==> src/rtl/down_sampler_if.sv <==
// Pixel stream bundle around the octave down-sampler.
// The slave side is the decimator. The master side is the blur stage plus the downstream FIFO.
interface down_sampler_if #(
    parameter int PIX_W = 8
);
    logic             valid;
    logic             sof;
    logic [PIX_W-1:0] din;
    logic             full;
    logic             ready;
    logic [PIX_W-1:0] dout;
    logic             valid_out;
    logic             frame_done;

    modport master (
        output valid, sof, din, full,
        input  ready, dout, valid_out, frame_done
    );

    modport slave (
        input  valid, sof, din, full,
        output ready, dout, valid_out, frame_done
    );
endinterface

==> src/rtl/down_sampler.sv <==
// Streaming 2:1 decimator in both dimensions, placed between SIFT octaves.
// Define DOWN_SAMPLE_AVG_EN to use a 2x2 box average instead of keeping one pixel out of four.
module down_sampler #(
    parameter int PIX_W = 8,
    parameter int IMG_W = 320,
    parameter int IMG_H = 240
) (
    input logic           clk,
    input logic           rst_n,
    down_sampler_if.slave bus
);
    localparam int CW = (IMG_W > 2) ? $clog2(IMG_W) : 1;
    localparam int RW = (IMG_H > 2) ? $clog2(IMG_H) : 1;
    localparam logic [CW-1:0] COL_LAST = CW'(IMG_W - 1);
    localparam logic [RW-1:0] ROW_LAST = RW'(IMG_H - 1);

    logic [CW-1:0]    col_q, col_d, cur_col;
    logic [RW-1:0]    row_q, row_d, cur_row;
    logic [PIX_W-1:0] dout_q, dout_d, pix;
    logic             valid_out_q, valid_out_d;
    logic             frame_done_q, frame_done_d;
    logic             accept, keep, last;

    assign bus.ready      = ~bus.full;
    assign accept         = bus.valid & ~bus.full;
    assign bus.dout       = dout_q;
    assign bus.valid_out  = valid_out_q;
    assign bus.frame_done = frame_done_q;

    // sof forces the pixel to (0,0) so a mid-frame re-sync takes effect on that same pixel
    always_comb begin
        cur_col = bus.sof ? '0 : col_q;
        cur_row = bus.sof ? '0 : row_q;
    end

    always_comb begin
        col_d = col_q;
        row_d = row_q;
        if (accept) begin
            if (cur_col == COL_LAST) begin
                col_d = '0;
                row_d = (cur_row == ROW_LAST) ? '0 : cur_row + RW'(1);
            end else begin
                col_d = cur_col + CW'(1);
                row_d = cur_row;
            end
        end
    end

`ifdef DOWN_SAMPLE_AVG_EN
    localparam int BD = IMG_W / 2;
    localparam int BW = (BD > 1) ? $clog2(BD) : 1;

    logic [PIX_W:0]   line_buf_q [BD];
    logic [PIX_W-1:0] pair_q, pair_d;
    logic [PIX_W:0]   pair_sum;
    logic [PIX_W+1:0] box_sum;
    logic [BW-1:0]    buf_idx;
    logic             buf_we;

    always_comb begin
        buf_idx  = BW'(cur_col >> 1);
        pair_sum = {1'b0, pair_q} + {1'b0, bus.din};
        // Four pixels plus rounding peak at 4*(2^PIX_W-1)+2, so PIX_W+2 bits never wrap
        box_sum  = {1'b0, line_buf_q[buf_idx]} + {1'b0, pair_sum} + (PIX_W+2)'(2);
        pix      = PIX_W'(box_sum >> 2);
        keep     = cur_col[0] & cur_row[0];
        last     = (cur_col == COL_LAST) && (cur_row == ROW_LAST);
        pair_d   = (accept & ~cur_col[0]) ? bus.din : pair_q;
        buf_we   = accept & cur_col[0] & ~cur_row[0];
    end

    always_ff @(posedge clk or negedge rst_n) begin
        if (!rst_n) pair_q <= '0;
        else        pair_q <= pair_d;
    end

    // An even row always refills an entry before the odd row reads it, so no reset is needed here
    always_ff @(posedge clk) begin
        if (buf_we) line_buf_q[buf_idx] <= pair_sum;
    end
`else
    localparam logic [CW-1:0] COL_PEN = CW'(IMG_W - 2);
    localparam logic [RW-1:0] ROW_PEN = RW'(IMG_H - 2);

    always_comb begin
        pix  = bus.din;
        keep = ~cur_col[0] & ~cur_row[0];
        last = (cur_col == COL_PEN) && (cur_row == ROW_PEN);
    end
`endif

    always_comb begin
        valid_out_d  = accept & keep;
        frame_done_d = accept & keep & last;
        dout_d       = (accept & keep) ? pix : dout_q;
    end

    always_ff @(posedge clk or negedge rst_n) begin
        if (!rst_n) begin
            col_q        <= '0;
            row_q        <= '0;
            dout_q       <= '0;
            valid_out_q  <= 1'b0;
            frame_done_q <= 1'b0;
        end else begin
            col_q        <= col_d;
            row_q        <= row_d;
            dout_q       <= dout_d;
            valid_out_q  <= valid_out_d;
            frame_done_q <= frame_done_d;
        end
    end
endmodule
==> src/flat_wrapper.sv <==
// flat-port wrapper written by rule: the top's interface ports become plain ports
module down_sampler_flat 
#(
    parameter int PIX_W = 8,
    parameter int IMG_W = 320,
    parameter int IMG_H = 240
)
  (clk, rst_n, bus_valid, bus_sof, bus_din, bus_full, bus_ready, bus_dout, bus_valid_out, bus_frame_done);
  down_sampler_if #(.PIX_W(PIX_W)) bus_i ();
  input logic clk;
  input logic rst_n;
  input wire logic [$bits(bus_i.valid)-1:0] bus_valid;
  input wire logic [$bits(bus_i.sof)-1:0] bus_sof;
  input wire logic [$bits(bus_i.din)-1:0] bus_din;
  input wire logic [$bits(bus_i.full)-1:0] bus_full;
  output wire logic [$bits(bus_i.ready)-1:0] bus_ready;
  output wire logic [$bits(bus_i.dout)-1:0] bus_dout;
  output wire logic [$bits(bus_i.valid_out)-1:0] bus_valid_out;
  output wire logic [$bits(bus_i.frame_done)-1:0] bus_frame_done;
  assign bus_i.valid = bus_valid;
  assign bus_i.sof = bus_sof;
  assign bus_i.din = bus_din;
  assign bus_i.full = bus_full;
  assign bus_ready = bus_i.ready;
  assign bus_dout = bus_i.dout;
  assign bus_valid_out = bus_i.valid_out;
  assign bus_frame_done = bus_i.frame_done;
  down_sampler #(.PIX_W(PIX_W), .IMG_W(IMG_W), .IMG_H(IMG_H)) u_core (.clk(clk), .rst_n(rst_n), .bus(bus_i));
endmodule
==> config.mk <==
export PLATFORM = sky130hd
export DESIGN_NAME = down_sampler_flat
export DESIGN_NICKNAME = d
export VERILOG_FILES = /design/src/rtl/down_sampler_if.sv /design/src/rtl/down_sampler.sv /design/src/flat_wrapper.sv
export SDC_FILE = /design/constraint.sdc
export NUM_CORES = 1
export LEC_CHECK = 0
export ABC_CLOCK_PERIOD_IN_PS = 4750
export BUFFER_PORTS_ARGS = -buffer_cell sky130_fd_sc_hd__buf_2
export CAP_MARGIN = 20
export CORE_MARGIN = 5
export CORE_UTILIZATION = 45
export CTS_BUF_LIST = sky130_fd_sc_hd__clkbuf_8 sky130_fd_sc_hd__clkbuf_16
export DETAILED_ROUTE_END_ITERATION = 8
export PLACE_DENSITY_LB_ADDON = 0.1
export RECOVER_POWER = 100
export SYNTH_ARGS = -nofsm -noshare
export SYNTH_HDL_FRONTEND = slang
export SYNTH_SLANG_ARGS = --single-unit
==> constraint.sdc <==
create_clock -name clk -period 4.75 [get_ports clk]
set_input_delay 0.95 -clock clk [delete_from_list [all_inputs] [get_ports clk]]
set_output_delay 0.95 -clock clk [all_outputs]
set_load 0.03 [all_outputs]
==> results of run 1 <==
[metal layers]
| layer | GRT usage [%] | vias up | routed length, um |
|---|---|---|---|
| met5 | 0 | - | 0 |
| met4 | 4.569 | 0 | 44 |
| met3 | 3.541 | 6 | 126 |
| met2 | 26.11 | 32 | 1578 |
| met1 | 18.98 | 569 | 1408 |
| li1 | - | 578 | - |
[cell usage after synthesis (3+ instances only)]
| cell | number | area [sq um] |
|---|---|---|
| o21ai_1 | 3 | 15.01 |
| nor2_1 | 6 | 22.52 |
| nor3_1 | 4 | 20.02 |
| nand2b_1 | 3 | 18.77 |
| clkbuf_1 | 6 | 22.52 |
| o21ai_0 | 7 | 35.03 |
| nand3_1 | 9 | 45.04 |
| mux2_2 | 9 | 101.4 |
| ha_1 | 3 | 37.54 |
| nor4_1 | 3 | 18.77 |
| o31ai_1 | 3 | 22.52 |
| inv_1 | 5 | 18.77 |
| a21oi_1 | 3 | 15.01 |
| nand4_1 | 3 | 18.77 |
| nand2_1 | 14 | 52.55 |
| nor2b_1 | 5 | 31.28 |
| dfrtp_1 | 27 | 675.7 |
| a31oi_1 | 3 | 18.77 |
[registers in the layout, summed over array words and instances (netlist names)]
signal and cells:
u_core.row_q 8, u_core.col_q 9, u_core.bus.dout 8, u_core.bus.valid_out 1, u_core.bus.frame_done 1
[cell families (layout without fill, tap and decap cells)]
group	count (synthesis)	after routing	synth area share, %
buffers and inverters	11	32	2.852
DFF	27	27	46.67
xor gates and xnor gates	1	1	0.6051
AOI/OAI and AO/OA	31	31	14.52
adders and majority gates	3	3	2.593
muxes	12	12	9.162
and+or+nand+nor	59	59	23.60
[worst max-delay path, cell delays in order]
cell and delay, ns:
clkbuf_1 0.35, nor2b_1 0.44, ha_1 0.27, nand4b_1 0.23
nor3_1 0.56, xnor2_1 0.13, mux2_2 0.28
[power groups by stage]
stage          Clock (mW)  Sequential [mW]  Combinational (mW)
5_1_grt             0.143            0.283               0.107
4_1_cts             0.133            0.279               0.105
6_report            0.129            0.279              0.0980
3_3_place_gp            0            0.281               0.103
3_5_place_dp            0            0.283               0.104
2_1_floorplan           0            0.307              0.0421
[layout make-up]
class	count	area share [%]
clock buffers	3	2.554
clock inverters	1	0.3096
inverters	5	1.161
multi-input cells	106	44.66
flip-flops and latches	27	41.80
well taps	44	3.406
repair buffers	23	6.115
[how the worst max path moves through the flow]
stage	from	slack (ns)	to	depth (start not counted)
2_1_floorplan	bus_sof	1.91	u_core.row_q[5]	8
3_3_place_gp	bus_sof	1.80	u_core.row_q[5]	7
3_5_place_dp	bus_sof	1.70	u_core.row_q[5]	7
4_1_cts	bus_sof	1.98	u_core.row_q[5]	7
5_1_grt	bus_sof	1.51	u_core.row_q[0]	7
6_report	bus_sof	1.70	u_core.row_q[0]	7
[metrics by stage]
step                      total power, mW  cell area [sq um]  util, %  setup slack (ns)  std cells
after floorplan                    0.3495               1448        -             1.913        144
after global placement             0.3845               1595    51.83             1.796        205
after detailed placement           0.3876               1595    51.83             1.703        205
after CTS                          0.5161               1642    53.33             1.983        209
after global routing               0.5327               1617    52.52             1.514        209
final                              0.5068               1617    52.52             1.695        209
==> results_dict.tcl, run 1 <==
set metrics [dict create \
    cts_sinks 27 \
    gr-total-overflow 0 \
    crit_type "input pin to flop" \
    leakagePower_nw 0.6734 \
    drv_cap 0 \
    cts_setup_buffers 0 \
    yosys.cell_types.count 40 \
    die_h_um 66.72 \
    relSlewSlack_pct 7.105 \
    switching_share_pct 31.65 \
    setup_viol 0 \
    grt_pass1_vias 1145 \
    fin_crit_sh_pct 64.31 \
    timing.rr.start "u_core.col_q[0]" \
    synth-edff-count 0 \
    gr-usage-all-layers_pct 15.27 \
    cp.arrival_ns 3.22 \
    drc 0 \
    async_reset_ff_share_pct 100.0 \
    min_from "u_core.bus.dout[1]" \
    post_drt_via_cell_ratio 5.670 \
    drive_above_1_share_pct 15.76 \
    grt_antenna_before_repair 0 \
    worst_pin_slew_ns 1.393 \
    cts_made_buffers 3 \
    layout_min_cycle_time_ns 3.055 \
    grt_first_pass_wirelength_um 5202 \
    final_cell_mix "dfrtp_1 (27), nand2_1 (14), clkbuf_1 (13)" \
    status "completed" \
    p_clk_share_pct 25.5 \
    cp.required_ns 4.91 \
    start_util_pct 47.03 \
    dr.pass1.iters 4 \
    final.setup_skew_ns 0.005188 \
    p_comb_share_pct 19.3 \
    p_sw_mw 0.1604 \
    cp-end-kind "flop" \
    seqPwrFrac_pct 55.1 \
    ctsHoldBuffers 0 \
    drt-wirelength-per-cell_um 15.11 \
    multi_input_area_sq_um 721.9 \
    synth-seq-cells 27 \
    powerDensity_nw_per_um2 313.5 \
    internal_power_mw 0.3464 \
    vias 1185 \
    hp-class "flop to flop" \
    holdPathStages 1 \
    routabilityCongestion 0.7664 \
    synth_area_sq_um 1448 \
    drtIter0Drc 42 \
    vdd_drop_max_v 0.0001926 \
    area_delta_synth_final_pct 11.67 \
    hold_viol 0 \
    timing.fmax_ghz 0.3274 \
    finalMaxSlewViolations 0 \
    r2r_cells 6 \
    synthCells 144 \
    htreeDepth 1 \
    syn_nets 160 \
    grt_max_degree 28 \
    cts_max_path_buffers 2 \
    seq_area_sq_um 675.6 \
    nFillCells 294 \
    synthFlopType "dfrtp_1" \
    core_area_sq_um 3078 \
    die_w_um 66.72 \
    final_common_cell "dfrtp_1" \
    critPathLaunchType "input pin" \
    holdPathEnd "u_core.bus.dout[1]" \
    drt_wl_total_um 3157 \
    rsz0062_at_grt "false" \
    ios 24 \
    r2r_slack_ns 2.42 \
    portBuffers 23 \
    cts.repair.resized 0 \
    yosysWarnings 0 \
    holdWs_ns 0.5126 \
    hpwl_um 2329 \
    crit_fanout 22 \
    ant_nets 0 \
    setup_tns_ns 0 \
    clk_pin_slew_ns 0.09 \
    avgSynthCellArea_sq_um 10.05 \
    dieArea_sq_um 4452 \
    r2r-end "u_core.row_q[0]" \
    yosysSeqAreaShare_pct 46.67 \
    nets 182 \
    cts-root-buf "clkbuf_8" \
    cts_tree "done" \
    diodes 0 \
    rows 20 \
    clk_latency_ns 0.27 \
]
Power figures use the tool's default switching activity.
==> run 2: changes to the inputs <==
ABC_AREA = 1   (was default)
ABC_CLOCK_PERIOD_IN_PS = 2900   (was 4750)
clock period = 2.9 ns   (was 4.75 ns; I/O delays follow)
==> run 2 against run 1 <==
Combinational power rose by 91%. Cell count rose by 38%. Non-clock buffer count increased by 1.
==> results_dict.tcl, run 2 <==
set metrics [dict create \
    post_drt_via_cell_ratio 4.768 \
    cp_common_cell "nand3_1" \
    avgSynthCellArea_sq_um 7.623 \
    ys_top_cells_by_count "nand2_1 (86), dfrtp_1 (27), inv_1 (18), nand3_1 (17), nor2_1 (14)" \
    cp.arrival_ns 2.48 \
    gr-usage-all-layers_pct 14.37 \
    htreeDepth 1 \
    largest_reg_flops 9 \
    cts.repair.resized 0 \
    grt_first_pass_wirelength_um 5968 \
    cts_tree "done" \
    grt.busiest_layer "met2" \
    critPathSlowestCell "clkbuf_1" \
    setup_viol 0 \
    finalMaxSlewViolations 0 \
    syn_nets 233 \
    yosysWarnings 0 \
    synth_area_sq_um 1654 \
    holdPathEnd "u_core.bus.dout[2]" \
    drive_above_1_share_pct 14.11 \
    async_reset_ff_share_pct 100.0 \
    vias 1378 \
    use_met3_pct 2.699 \
    start_util_pct 45.87 \
    grt_max_degree 28 \
    layout_min_cycle_time_ns 2.308 \
    drt-wirelength-per-cell_um 11.55 \
    area_delta_synth_final_pct 9.002 \
    cts_sinks 27 \
    powerDensity_nw_per_um2 467.3 \
    r2r_slack_ns 1.00 \
    dr.pass1.iters 4 \
    rows 22 \
    dieArea_sq_um 4988 \
    hpwl_um 2505 \
    r2r-end "u_core.row_q[4]" \
    final_cell_mix "nand2_1 (87), dfrtp_1 (27), inv_1 (21)" \
    gr-total-overflow 0 \
    final.setup_skew_ns 0.002218 \
    status "completed" \
    holdPathStages 2 \
    cts-root-buf "clkbuf_8" \
    yosysSeqAreaShare_pct 40.85 \
    post-synth-top-count-cell "nand2_1" \
    vdd_drop_max_v 0.0002892 \
    drt_wl_total_um 3337 \
    relSlewSlack_pct 5.041 \
    r2r_cells 10 \
    setup_tns_ns 0 \
    drv_cap 0 \
    netlist.area_leader.share_pct 40.85 \
    synth-edff-count 0 \
    ant_nets 0 \
    synthCells 217 \
    synth-seq-cells 27 \
    synth_top_cell_by_area "dfrtp_1" \
    clk_latency_ns 0.27 \
    drc 0 \
    critPathLaunchType "input pin" \
    worst_pin_slew_ns 1.424 \
    cpPeakStageDelay_ns 0.27 \
    cp.required_ns 3.07 \
    die_w_um 70.63 \
    fin_crit_sh_pct 79.59 \
    grt_antenna_before_repair 0 \
    cts_setup_buffers 0 \
    die_h_um 70.63 \
    final_common_cell "nand2_1" \
    nFillCells 398 \
    cts_max_path_buffers 2 \
    synthTopCellsByArea "dfrtp_1 (41%), nand2_1 (20%), nand3_1 (5.1%), inv_1 (4.1%), nor2_1 (3.2%)" \
    routabilityCongestion 0.9224 \
    yosys.cell_types.count 28 \
    ios 24 \
    crit_type "input pin to flop" \
    power_mw 0.8425 \
    top_register "u_core.col_q" \
    crit_fanout 17 \
    nets 258 \
    drtIter0Drc 76 \
    hp-class "flop to flop" \
    cp-end-kind "flop" \
    min_from "u_core.bus.dout[2]" \
    grt_pass1_vias 1376 \
    diodes 0 \
    grt_use_met1_pct 19.59 \
    timing.fmax_ghz 0.4333 \
    ctsHoldBuffers 0 \
    rsz0062_at_grt "false" \
    portBuffers 23 \
    path_cells "clkbuf_1, inv_12, nand2_1, inv_1, ha_1, nand3_1, nor2_8, nand3_1, nand2_4, nand2_2, nand3_1, nand2_1" \
    timing.rr.start "u_core.col_q[0]" \
    synthFlopType "dfrtp_1" \
    leakagePower_nw 0.9156 \
    hold_viol 0 \
    core_area_sq_um 3606 \
    clk_pin_slew_ns 0.09 \
    cts_made_buffers 3 \
    met2_usage_pct 24.22 \
]
-- run 2: layout make-up --
class | instances | area [sq um] | share of cell area (%)
flip-flops and latches | 27 | 675.6 | 37.47
clock inverters | 1 | 3.754 | 0.2082
repair buffers | 24 | 106.4 | 5.899
well taps | 48 | 60.06 | 3.331
inverters | 24 | 102.6 | 5.690
clock buffers | 3 | 41.29 | 2.290
multi-input cells | 162 | 813.3 | 45.11
-- run 2: routing by layer --
metal / part of all wire, % / vias up
met5: 0 / -
met4: 0.72 / 0
met3: 5.2 / 5
met2: 46 / 28
met1: 48 / 616
li1: - / 729
-- run 2: per-stage QoR --
| step | worst slack [ns] | instance area [sq um] | hold slack (ns) | utilization (%) | std cells |
|---|---|---|---|---|---|
| final | 0.5920 | 1803 | 0.4890 | 50.00 | 289 |
| after global routing | 0.3932 | 1803 | 0.4962 | 50.00 | 289 |
| after CTS | 0.9134 | 1844 | 0.3302 | 51.14 | 289 |
| after detailed placement | 0.6291 | 1799 | 0.4630 | 49.90 | 285 |
| after global placement | 0.6812 | 1799 | 0.4626 | 49.90 | 285 |
| after floorplan | 0.8291 | 1654 | 0.2844 | - | 217 |
-- run 2: cell families after synthesis --
logic type | count (synthesis) | share of synthesized area (%)
and+or+nand+nor | 142 | 42.06
AOI/OAI and AO/OA | 15 | 5.295
buffers and inverters | 28 | 8.472
DFF | 27 | 40.85
adders and majority gates | 3 | 2.270
xor gates and xnor gates | 2 | 1.059
-- run 2: power breakdown --
group | leakage [nW] | switching, mW | internal (mW) | total [mW]
Combinational | 0.532 | 0.140 | 0.0472 | 0.187
Sequential | 0.357 | 0.0238 | 0.418 | 0.442
Clock | 0.0269 | 0.119 | 0.0950 | 0.214
-- run 2: worst max-delay path by stage --
stage	slack, ns	startpoint	endpoint
3_5_place_dp	0.63	bus_sof	u_core.row_q[7]
2_1_floorplan	0.83	bus_sof	u_core.row_q[4]
6_report	0.59	bus_sof	u_core.row_q[4]
3_3_place_gp	0.68	bus_sof	u_core.row_q[7]
4_1_cts	0.91	bus_sof	u_core.row_q[7]
5_1_grt	0.39	bus_sof	u_core.row_q[4]
-- run 2: critical path, delay by kind of cell --
family                   cells  cell delay, ns
adder cells (fa/ha/maj)      1            0.19
buffers and inverters        3            0.58
AND/OR/NAND/NOR              8            1.12
